<file path="config.mk">
export PLATFORM = sky130hd
export DESIGN_NAME = map_table_restore_ctrl_flat
export DESIGN_NICKNAME = d
export VERILOG_FILES = /design/src/rtl/map_table_restore_ctrl_pkg.sv /design/src/rtl/map_table_restore_ctrl_if.sv /design/src/rtl/map_table_restore_ctrl_index_decoder.sv /design/src/rtl/map_table_restore_ctrl.sv /design/src/flat_wrapper.sv
export SDC_FILE = /design/constraint.sdc
export NUM_CORES = 1
export LEC_CHECK = 0
export CORE_AREA = 2 2 317 319
export DETAILED_ROUTE_END_ITERATION = 8
export DIE_AREA = 0 0 319 321
export DONT_BUFFER_PORTS = 1
export GPL_TIMING_DRIVEN = 0
export PLACE_DENSITY_LB_ADDON = 0.08
export SYNTH_ARGS = -nofsm -noshare
export SYNTH_HDL_FRONTEND = slang
export SYNTH_SLANG_ARGS = --single-unit
</file>
<file path="constraint.sdc">
create_clock -name clk -period 9.2 [get_ports clk]
set_clock_uncertainty 0.1 [all_clocks]
set_input_delay 2.3 -clock clk [delete_from_list [all_inputs] [get_ports clk]]
set_output_delay 2.3 -clock clk [all_outputs]
set_load 0.01 [all_outputs]
</file>
<file path="src/rtl/map_table_restore_ctrl_pkg.sv">
// ---------------------------------------------------------------------------
// map_restore_pkg
//   Shared constants and types for the rename map-table restore controller.
//   - NUM_WR_DEF     : default number of SRAM write ports / restore lanes.
//   - RESTORE_CNT_W  : width of the completed-restore counter output.
//   - restore_state_e: controller state encoding (2 bits).
// ---------------------------------------------------------------------------
package map_restore_pkg;

    localparam int NUM_WR_DEF    = 5;
    localparam int RESTORE_CNT_W = 16;

    typedef enum logic [1:0] {
        ST_IDLE    = 2'd0,
        ST_RESTORE = 2'd1,
        ST_DONE    = 2'd2
    } restore_state_e;

endpackage

</file>
<file path="src/rtl/map_table_restore_ctrl_if.sv">
// ---------------------------------------------------------------------------
// map_table_restore_ctrl_if
//   Bundle of every non-clock/reset signal of map_table_restore_ctrl.
//   Inputs : recover_i, ren_we_i, ren_addr_i, ren_data_i, amt_rd_data_i
//   Outputs: amt_rd_addr_o, we_o, decoded_addrwr_o, datawr_o, busy_o,
//            done_o, restore_cnt_o, state_o (debug view of the FSM state)
//   Modports: slave  - the controller itself
//             master - the rename / recovery / SRAM side
//
//   Handshake: there is no valid/ready pair. recover_i is a level sampled
//   every cycle; busy_o is combinational and tells rename to stall in the
//   same cycle; done_o is a single-cycle completion pulse.
// ---------------------------------------------------------------------------
interface map_table_restore_ctrl_if
    import map_restore_pkg::*;
#(
    parameter int SRAM_DEPTH = 64,
    parameter int SRAM_INDEX = 6,
    parameter int SRAM_WIDTH = 8,
    parameter int NUM_WR     = NUM_WR_DEF
) ();

    logic                           recover_i;
    logic [NUM_WR-1:0]              ren_we_i;
    logic [NUM_WR*SRAM_INDEX-1:0]   ren_addr_i;
    logic [NUM_WR*SRAM_WIDTH-1:0]   ren_data_i;
    logic [NUM_WR*SRAM_DEPTH-1:0]   amt_rd_addr_o;
    logic [NUM_WR*SRAM_WIDTH-1:0]   amt_rd_data_i;
    logic [NUM_WR-1:0]              we_o;
    logic [NUM_WR*SRAM_DEPTH-1:0]   decoded_addrwr_o;
    logic [NUM_WR*SRAM_WIDTH-1:0]   datawr_o;
    logic                           busy_o;
    logic                           done_o;
    logic [RESTORE_CNT_W-1:0]       restore_cnt_o;
    restore_state_e                 state_o;

    modport slave (
        input  recover_i, ren_we_i, ren_addr_i, ren_data_i, amt_rd_data_i,
        output amt_rd_addr_o, we_o, decoded_addrwr_o, datawr_o,
               busy_o, done_o, restore_cnt_o, state_o
    );

    modport master (
        output recover_i, ren_we_i, ren_addr_i, ren_data_i, amt_rd_data_i,
        input  amt_rd_addr_o, we_o, decoded_addrwr_o, datawr_o,
               busy_o, done_o, restore_cnt_o, state_o
    );

endinterface

</file>
<file path="src/rtl/map_table_restore_ctrl_index_decoder.sv">
// ---------------------------------------------------------------------------
// index_decoder
//   Binary index to one-hot decoder with enable.
//   en_i     : when low the output is all zeros
//   index_i  : binary index (INDEX_W bits)
//   onehot_o : one-hot vector (DEPTH bits)
// ---------------------------------------------------------------------------
module index_decoder #(
    parameter int INDEX_W = 6,
    parameter int DEPTH   = 64
) (
    input  logic               en_i,
    input  logic [INDEX_W-1:0] index_i,
    output logic [DEPTH-1:0]   onehot_o
);

    always_comb begin
        onehot_o = '0;
        if (en_i) begin
            onehot_o[index_i] = 1'b1;
        end
    end

endmodule

</file>
<file path="src/rtl/map_table_restore_ctrl.sv">
// ---------------------------------------------------------------------------
// map_table_restore_ctrl
//   Owns the five write ports of the rename map-table SRAM. Normally rename
//   writes pass straight through; on recover_i the controller copies the
//   architectural map table into the speculative table NUM_WR entries per
//   cycle while holding rename stalled via busy_o.
//
//   Ports:
//     clk   - clock, all state on the rising edge
//     reset - asynchronous, active-low reset
//     bus   - map_table_restore_ctrl_if.slave (rename inputs, AMT read
//             port, speculative-table write ports, busy/done/count/state)
//
//   Optional feature: define RESTORE_PERF_CNT_EN to build a saturating
//   16-bit counter of completed restores on restore_cnt_o; otherwise the
//   output is tied to zero and no counter flops exist.
// ---------------------------------------------------------------------------
module map_table_restore_ctrl
    import map_restore_pkg::*;
#(
    parameter int SRAM_DEPTH = 64,
    parameter int SRAM_INDEX = 6,
    parameter int SRAM_WIDTH = 8,
    parameter int NUM_WR     = NUM_WR_DEF
) (
    input  logic                      clk,
    input  logic                      reset,
    map_table_restore_ctrl_if.slave   bus
);

    // ptr holds group bases up to SRAM_DEPTH-1+NUM_WR; entry sums get one
    // extra bit so the "past the end" compare never wraps.
    localparam int PTR_W = SRAM_INDEX + 1;
    localparam int ENT_W = SRAM_INDEX + 2;

    restore_state_e         state_q, state_d;
    logic [PTR_W-1:0]       ptr_q, ptr_d;
    logic                   restoring;
    logic [ENT_W-1:0]       grp_end;
    logic                   last_group;

    assign restoring  = (state_q == ST_RESTORE);
    assign grp_end    = ENT_W'(ptr_q) + ENT_W'(NUM_WR);
    assign last_group = (grp_end >= ENT_W'(SRAM_DEPTH));

    // ---------------- state register ----------------
    always_ff @(posedge clk or negedge reset) begin
        if (!reset) begin
            state_q <= ST_IDLE;
            ptr_q   <= '0;
        end else begin
            state_q <= state_d;
            ptr_q   <= ptr_d;
        end
    end

    // ---------------- next state ----------------
    always_comb begin
        state_d = state_q;
        ptr_d   = ptr_q;
        unique case (state_q)
            ST_IDLE, ST_DONE: begin
                if (bus.recover_i) begin
                    state_d = ST_RESTORE;
                    ptr_d   = '0;
                end else begin
                    state_d = ST_IDLE;
                end
            end
            ST_RESTORE: begin
                // A new recovery restarts the copy from entry 0; the writes
                // issued this cycle are harmless since they get redone.
                if (bus.recover_i) begin
                    ptr_d = '0;
                end else begin
                    ptr_d = ptr_q + PTR_W'(NUM_WR);
                    if (last_group) begin
                        state_d = ST_DONE;
                    end
                end
            end
            default: begin
                state_d = ST_IDLE;
                ptr_d   = '0;
            end
        endcase
    end

    // ---------------- lane index mux ----------------
    // One decoder per lane serves both the rename write address and the
    // restore entry; in RESTORE the same one-hot also drives the AMT read.
    logic [ENT_W-1:0]       entry   [NUM_WR];
    logic [NUM_WR-1:0]      lane_ok;
    logic [SRAM_INDEX-1:0]  dec_idx [NUM_WR];
    logic [NUM_WR-1:0]      dec_en;
    logic [SRAM_DEPTH-1:0]  dec_oh  [NUM_WR];

    always_comb begin
        lane_ok = '0;
        dec_en  = '0;
        for (int k = 0; k < NUM_WR; k++) begin
            entry[k]   = ENT_W'(ptr_q) + ENT_W'(k);
            lane_ok[k] = (entry[k] < ENT_W'(SRAM_DEPTH));
            dec_idx[k] = restoring ? entry[k][SRAM_INDEX-1:0]
                                   : bus.ren_addr_i[k*SRAM_INDEX +: SRAM_INDEX];
            dec_en[k]  = restoring ? lane_ok[k] : 1'b1;
        end
    end

    for (genvar g = 0; g < NUM_WR; g++) begin : g_lane
        index_decoder #(
            .INDEX_W (SRAM_INDEX),
            .DEPTH   (SRAM_DEPTH)
        ) u_dec (
            .en_i     (dec_en[g]),
            .index_i  (dec_idx[g]),
            .onehot_o (dec_oh[g])
        );
    end

    // ---------------- write-port outputs ----------------
    logic [NUM_WR-1:0]            we_v;
    logic [NUM_WR*SRAM_DEPTH-1:0] rd_addr_v;
    logic [NUM_WR*SRAM_DEPTH-1:0] wr_addr_v;
    logic [NUM_WR*SRAM_WIDTH-1:0] wr_data_v;

    always_comb begin
        we_v      = '0;
        rd_addr_v = '0;
        wr_addr_v = '0;
        wr_data_v = '0;
        for (int k = 0; k < NUM_WR; k++) begin
            wr_addr_v[k*SRAM_DEPTH +: SRAM_DEPTH] = dec_oh[k];
            if (restoring) begin
                // dec_oh is already zero for lanes past the table end
                rd_addr_v[k*SRAM_DEPTH +: SRAM_DEPTH] = dec_oh[k];
                we_v[k] = lane_ok[k];
                if (lane_ok[k]) begin
                    wr_data_v[k*SRAM_WIDTH +: SRAM_WIDTH] =
                        bus.amt_rd_data_i[k*SRAM_WIDTH +: SRAM_WIDTH];
                end
            end else begin
                // rename writes in the recovery-request cycle are dropped
                we_v[k] = bus.ren_we_i[k] & ~bus.recover_i;
                wr_data_v[k*SRAM_WIDTH +: SRAM_WIDTH] =
                    bus.ren_data_i[k*SRAM_WIDTH +: SRAM_WIDTH];
            end
        end
    end

    assign bus.we_o             = we_v;
    assign bus.amt_rd_addr_o    = rd_addr_v;
    assign bus.decoded_addrwr_o = wr_addr_v;
    assign bus.datawr_o         = wr_data_v;
    assign bus.busy_o           = bus.recover_i | restoring;
    assign bus.done_o           = (state_q == ST_DONE);
    assign bus.state_o          = state_q;

    // ---------------- completed-restore counter ----------------
`ifdef RESTORE_PERF_CNT_EN
    logic [RESTORE_CNT_W-1:0] cnt_q;

    always_ff @(posedge clk or negedge reset) begin
        if (!reset) begin
            cnt_q <= '0;
        end else if ((state_q == ST_DONE) && (cnt_q != '1)) begin
            cnt_q <= cnt_q + 1'b1;
        end
    end

    assign bus.restore_cnt_o = cnt_q;
`else
    assign bus.restore_cnt_o = '0;
`endif

endmodule

</file>
<file path="src/flat_wrapper.sv">
// flat-port wrapper written by rule: the top's interface ports become plain ports
module map_table_restore_ctrl_flat import map_restore_pkg::*;
#(
    parameter int SRAM_DEPTH = 64,
    parameter int SRAM_INDEX = 6,
    parameter int SRAM_WIDTH = 8,
    parameter int NUM_WR     = NUM_WR_DEF
)
  (clk, reset, bus_recover_i, bus_ren_we_i, bus_ren_addr_i, bus_ren_data_i, bus_amt_rd_data_i, bus_amt_rd_addr_o, bus_we_o, bus_decoded_addrwr_o, bus_datawr_o, bus_busy_o, bus_done_o, bus_restore_cnt_o, bus_state_o);
  map_table_restore_ctrl_if #(.SRAM_DEPTH(SRAM_DEPTH), .SRAM_INDEX(SRAM_INDEX), .SRAM_WIDTH(SRAM_WIDTH), .NUM_WR(NUM_WR)) bus_i ();
  input  logic clk;
  input  logic reset;
  input wire logic [$bits(bus_i.recover_i)-1:0] bus_recover_i;
  input wire logic [$bits(bus_i.ren_we_i)-1:0] bus_ren_we_i;
  input wire logic [$bits(bus_i.ren_addr_i)-1:0] bus_ren_addr_i;
  input wire logic [$bits(bus_i.ren_data_i)-1:0] bus_ren_data_i;
  input wire logic [$bits(bus_i.amt_rd_data_i)-1:0] bus_amt_rd_data_i;
  output wire logic [$bits(bus_i.amt_rd_addr_o)-1:0] bus_amt_rd_addr_o;
  output wire logic [$bits(bus_i.we_o)-1:0] bus_we_o;
  output wire logic [$bits(bus_i.decoded_addrwr_o)-1:0] bus_decoded_addrwr_o;
  output wire logic [$bits(bus_i.datawr_o)-1:0] bus_datawr_o;
  output wire logic [$bits(bus_i.busy_o)-1:0] bus_busy_o;
  output wire logic [$bits(bus_i.done_o)-1:0] bus_done_o;
  output wire logic [$bits(bus_i.restore_cnt_o)-1:0] bus_restore_cnt_o;
  output wire logic [$bits(bus_i.state_o)-1:0] bus_state_o;
  assign bus_i.recover_i = bus_recover_i;
  assign bus_i.ren_we_i = bus_ren_we_i;
  assign bus_i.ren_addr_i = bus_ren_addr_i;
  assign bus_i.ren_data_i = bus_ren_data_i;
  assign bus_i.amt_rd_data_i = bus_amt_rd_data_i;
  assign bus_amt_rd_addr_o = bus_i.amt_rd_addr_o;
  assign bus_we_o = bus_i.we_o;
  assign bus_decoded_addrwr_o = bus_i.decoded_addrwr_o;
  assign bus_datawr_o = bus_i.datawr_o;
  assign bus_busy_o = bus_i.busy_o;
  assign bus_done_o = bus_i.done_o;
  assign bus_restore_cnt_o = bus_i.restore_cnt_o;
  assign bus_state_o = bus_i.state_o;
  map_table_restore_ctrl #(.SRAM_DEPTH(SRAM_DEPTH), .SRAM_INDEX(SRAM_INDEX), .SRAM_WIDTH(SRAM_WIDTH), .NUM_WR(NUM_WR)) u_core (.clk(clk), .reset(reset), .bus(bus_i));
endmodule
</file>
# Yosys cells after proc, flatten, opt, wreduce, memory -nomap -nowiden
# Index checks and enable logic that the tools add are counted.
totals:
  regBits: 9
  wordCells: 96
classes:
  n_addsub: 6
  magnitude_cmp: 16
  eq_ne: 5
  mux: 52
  n_bitwise: 7
  reduce_logical: 8
ops:
  columns: ["operator", "n"]
  rows:
  - ["2-to-1 mux 64 bit", 10]
  - ["2-to-1 mux 8 bit", 10]
  - ["less-than comparator 6 x 7 -> 1 bit, second input constant", 5]
  - ["less-than comparator 8 x 7 -> 1 bit, second input constant", 4]
  - ["demux 1 bit (select 6 bit)", 5]
  - [">= comparator 6 x 1 -> 1 bit, second input constant", 5]
  - ["2-to-1 mux 6 bit", 5]
  - ["adder 7 x 2 -> 8 bit, second input constant", 2]
  - ["adder 7 x 3 -> 8 bit, second input constant", 2]
  - ["2-to-1 mux 1 bit", 16]
  - ["2-to-1 mux 7 bit", 2]
  - ["case mux 7 bit (2 select lines)", 1]
  - ["adder 7 x 1 -> 8 bit, second input constant", 1]
  - [">= comparator 8 x 7 -> 1 bit, second input constant", 1]
  - ["adder 7 x 3 -> 7 bit, second input constant", 1]
  - ["less-than comparator 7 bit, second input constant", 1]
  - ["inequality test 2 bit, second input constant", 3]
  - ["AND 1 bit", 5]
  - ["logical AND 1 bit", 5]
  - ["2-to-1 mux 2 bit", 2]
  - ["case mux 2 bit (2 select lines)", 1]
  - ["== test 2 x 1 -> 1 bit, second input constant", 1]
  - ["== test 2 bit, second input constant", 1]
  - ["zero test 2 bit", 1]
  - ["other kinds (4)", 4]

# Depth between registers and ports, before layout
logic_depth:
  depth_word: 8
  depth_mapped: 10

# By module
# From an unflattened synthesis, not the netlist that was laid out.
unflattened:
  cells_unflattened: 1199
  hier_area_um2: 6810.3
by_module_without_submodules:
  columns: ["module", "instances", "cells_each", "area_each_um2", "seq_area_each_um2"]
  rows:
  - ["map_table_restore_ctrl", 1, 702, 4176.5, 225.2]
  - ["index_decoder (u_core.g_lane[1].u_dec ...)", 3, 99, 524.3, 0.0]
  - ["index_decoder (u_core.g_lane[4].u_dec)", 1, 101, 565.5, 0.0]
  - ["index_decoder (u_core.g_lane[0].u_dec)", 1, 99, 495.5, 0.0]

# Worst setup path after synthesis
# OpenSTA, ideal clock, no wires.
synth_path:
  path_kind: "in2out"
  from: "input bus_ren_addr_i[20]"
  to: "output bus_amt_rd_addr_o[209]"
  t_arrival_ps: 3582
  t_required_ps: 6800
  slack_ps: 3218
  cell_stages: 4
  n_path_buf: 1
  path_cell_list: "mux2_4 -> or4_1 -> buf_2 -> nor4_1"
synth_between:
  elab_chain_len: 7
  elab_cells_between_ends: 8
  cone_classes: "order compare (2); mux (5); reduce/logical (1)"
synth_lines:
  columns: ["element", "line_no", "rtl"]
  rows:
  - ["start: declaration", "flat_wrapper.sv:15", "input wire logic [$bits(bus_i.ren_addr_i)-1:0] bus_ren_addr_i;"]
  - ["2-to-1 mux 6 bit (*)", "map_table_restore_ctrl.sv:104", "dec_idx[k] = restoring ? entry[k][SRAM_INDEX-1:0]"]
  - ["less-than comparator 6 x 7 -> 1 bit (implied by the code) or >= comparator 6 x 1 -> 1 bit (tied branches)", "map_table_restore_ctrl_index_decoder.sv:20", "onehot_o[index_i] = 1'b1;"]
  - ["logical AND 1 bit (implied by the code)", "map_table_restore_ctrl_index_decoder.sv:20", null]
  - ["2-to-1 mux 1 bit (implied by the code)", "map_table_restore_ctrl_index_decoder.sv:20", null]
  - ["demux 1 bit (select 6 bit) (*)", "map_table_restore_ctrl_index_decoder.sv:20", null]
  - ["2-to-1 mux 64 bit (*)", "map_table_restore_ctrl_index_decoder.sv:19", "if (en_i) begin"]
  - ["2-to-1 mux 64 bit (*)", "map_table_restore_ctrl.sv:134", "if (restoring) begin"]
  - ["end: declaration", "flat_wrapper.sv:18", "output wire logic [$bits(bus_i.amt_rd_addr_o)-1:0] bus_amt_rd_addr_o;"]
# Every way passes the cells marked *; elsewhere a longest branch is shown, timed or not.

# Final worst setup path
layout_path:
  from: "register u_core.ptr_q[1]"
  to: "output bus_decoded_addrwr_o[249]"
layout_between:
  elab_chain_len: 7
  elab_cells_between_ends: 10
  cone_classes: "add/sub (1); order compare (3); mux (5); reduce/logical (1)"
layout_lines:
  columns: ["element", "line_no", "rtl"]
  rows:
  - ["start: declaration", "map_table_restore_ctrl.sv:37", "logic [PTR_W-1:0] ptr_q, ptr_d;"]
  - ["start signal: assignment", "map_table_restore_ctrl.sv:53", "ptr_q <= ptr_d;"]
  - ["adder 7 x 2 -> 8 bit (*)", "map_table_restore_ctrl.sv:102", "entry[k] = ENT_W'(ptr_q) + ENT_W'(k);"]
  - ["2-to-1 mux 6 bit", "map_table_restore_ctrl.sv:104", null]
  - ["less-than comparator 6 x 7 -> 1 bit (implied by the code) or >= comparator 6 x 1 -> 1 bit (tied branches)", "map_table_restore_ctrl_index_decoder.sv:20", null]
  - ["logical AND 1 bit (implied by the code)", "map_table_restore_ctrl_index_decoder.sv:20", null]
  - ["2-to-1 mux 1 bit (implied by the code)", "map_table_restore_ctrl_index_decoder.sv:20", null]
  - ["demux 1 bit (select 6 bit)", "map_table_restore_ctrl_index_decoder.sv:20", null]
  - ["2-to-1 mux 64 bit (*)", "map_table_restore_ctrl_index_decoder.sv:19", null]
  - ["end: declaration", "flat_wrapper.sv:20", "output wire logic [$bits(bus_i.decoded_addrwr_o)-1:0] bus_decoded_addrwr_o;"]
# Marks and branches as above.

==> run metrics <==
Seq/Total Area, Yosys=0.0312; max cap viols=0; Worst Path Arrival=4.50 ns; final hold vios=0; worst rel slew slack=0.208; vias=10,600; Routed Wire Length=71.0 mm; clk root buf=clkbuf_16; # Post-CTS Setup Buffers=0; CTS tree=yes; die height=321 um; final net count=1,398; hold depth=3; core area=0.0993 mm^2; grt total ovfl=0; number of global-route vias before repair=9,614; asr flop ratio synth=1.00; period utilisation layout=0.750; Non-Filler Instances=2,577; total CTS buffers=3; Layout area overhead=24.9%; CP required=6.80 ns; Post-synth EDFFs=0; GRT Total Usage=0.126; router iterations before antenna repair=5; initial antenna violation count=7; H-tree depth=1; # rows=116; Post-DRT Antenna Nets=0; max-slew violations=0; Clock Sinks=9; PortBufs=0; Fin Setup TNS=0 ns; mapped cell area=0.00721 mm^2; Startpoint Class=register; starting density of the core=0.0726; setup slack, reg-to-reg=6.35 ns; largest net degree at the start of global routing=11; DR vias/cell=4.11; FF-to-FF End=u_core.bus.state_o[1]; Leak=0.00236 uW; Worst Setup End Kind=primary output; die area=0.102 mm^2; drt initial violations=701; Setup Viol. Count Final=0; Synth warnings=0; Avg Cell Area, Syn=5.76 um^2; Worst-path clk slew=0.04 ns; DRC viols=0; maximum clock insertion buffer count=2; RePlAce Congestion=0.815; ratio of cells with drive above 1 in the final layout=0.153; # resized after CTS=0; status=finished clean; WL per Instance=27.6 um; pwr dens=84.3 mW/mm^2; post-route minimum period=6.90 ns; die width=319 um; commonest non-fill, non-tap cell in the layout=nor2_1; worst r2r src=u_core.bus.state_o[1]; CP Class=reg2out; HPWL Detailed=59.4 mm; Synth cell types=77; worst vdd ir=33.0 uV; Hold Path End=u_core.ptr_q[2]; Slew @ Worst Pin=1.19 ns; hold path start=u_core.ptr_q[2]; I/O pins=823; FMAX=0.145 GHz; HP Class=reg2reg; most frequent cells in the layout=nor2_1, nor4_1, nor3_1; worst reg-to-reg path cell count=8; #FFs+latches synth=9; CTS Hold Bufs=0; CP max FO=10; placed cell count=2,566; latest clock arrival within the worst-skew pair=0.24 ns; unrepaired setup endpoints after global routing=no; Post-Syn Instances=1,252; first-pass GRT wire length=91.3 mm; dominant synthesized flop cell=dfrtp_1
cells in the mapped netlist (10+ instances only):
cell type	number	area (um^2)
inv_1	15	56.3
nor3_1	141	706
buf_2	89	445
buf_4	25	188
nand3b_1	16	120
a21oi_1	12	60.1
nor4_2	32	400
clkbuf_1	59	221
nor2_1	342	1280
nor4_1	160	1000
nand3_1	40	200
a31oi_1	18	113
nand2_1	74	278
a22o_1	25	219
o21ai_0	10	50.1
worst max-delay path by stage:
stage	start	endpoint	slack (ns)	cells past startpoint
detailed placement	u_core.ptr_q[1]	bus_decoded_addrwr_o[249]	2.28	8
global route	u_core.ptr_q[1]	bus_decoded_addrwr_o[249]	1.80	8
finish	u_core.ptr_q[1]	bus_decoded_addrwr_o[249]	2.30	8
global placement	u_core.ptr_q[1]	bus_decoded_addrwr_o[249]	2.29	8
CTS	u_core.ptr_q[1]	bus_decoded_addrwr_o[249]	2.02	8
floorplan	bus_ren_addr_i[20]	bus_amt_rd_addr_o[209]	3.22	4
worst max-delay path, cell delays in order, from the launching register on:
cell and delay, ns:
dfrtp_1 0.56, clkbuf_1 0.64, inv_1 0.38, ha_1 0.32, a21oi_1 0.29, mux2i_1 0.64
buf_2 0.36, a31oi_1 0.38, nor3_1 0.67
per-stage QoR:
step	util	power [uW]	area (um^2)	setup WS, ns	hold WS, ns
after global placement	0.0895	689	8890	2.29	0.922
after detailed placement	0.0897	685	8910	2.28	0.890
after global routing	0.0906	809	9000	1.80	0.961
after floorplan	-	451	7270	3.22	0.597
after CTS	0.0905	766	8980	2.02	0.897
final	0.0907	759	9000	2.30	0.895
final cells by class:
| cell class | instances | area (um^2) |
|---|---|---|
| Fill cell | 11800 | 90300 |
| Multi-Input combinational cell | 1056 | 6040 |
| Tap cell | 1298 | 1620 |
| Buffer | 187 | 952 |
| Sequential cell | 9 | 225 |
| Clock buffer | 4 | 78.8 |
| Inverter | 15 | 56.3 |
| Antenna cell | 7 | 17.5 |
| Timing Repair Buffer | 1 | 11.3 |
power by group:
part / total [uW] / internal [uW] / leakage (uW) / switching [uW]
registers: 45.8 / 41.9 / 0.000116 / 3.85
logic: 635 / 124 / 0.00221 / 511
clock network: 78.0 / 58.0 / 0.0000382 / 20.0
total: 759 / 224 / 0.00236 / 535
per-layer routing:
layer / track usage / share of wire / routed length, um
met1: 0.146 / 0.39 / 27400
met2: 0.238 / 0.53 / 37400
met3: 0.0228 / 0.065 / 4640
met4: 0.0314 / 0.023 / 1600
met5: 0 / 0.00030 / 21
flip-flops by register name (all words and copies together) (netlist names):
signal	cells
u_core.bus.state_o	2
u_core.ptr_q	7
kinds of logic (layout without fill, tap and decap cells):
kind of cell / Yosys count / count (layout) / synth area share
and+or+nand+nor: 875 / 875 / 0.635
buffers and inverters: 202 / 207 / 0.140
AOI/OAI and AO/OA: 127 / 127 / 0.138
muxes: 17 / 17 / 0.0255
xor gates and xnor gates: 14 / 14 / 0.0170
DFF: 9 / 9 / 0.0312
adders and majority gates: 7 / 7 / 0.0121
other: 1 / 23 / 0.000520
Note: power is estimated with default switching activity, not from simulation.
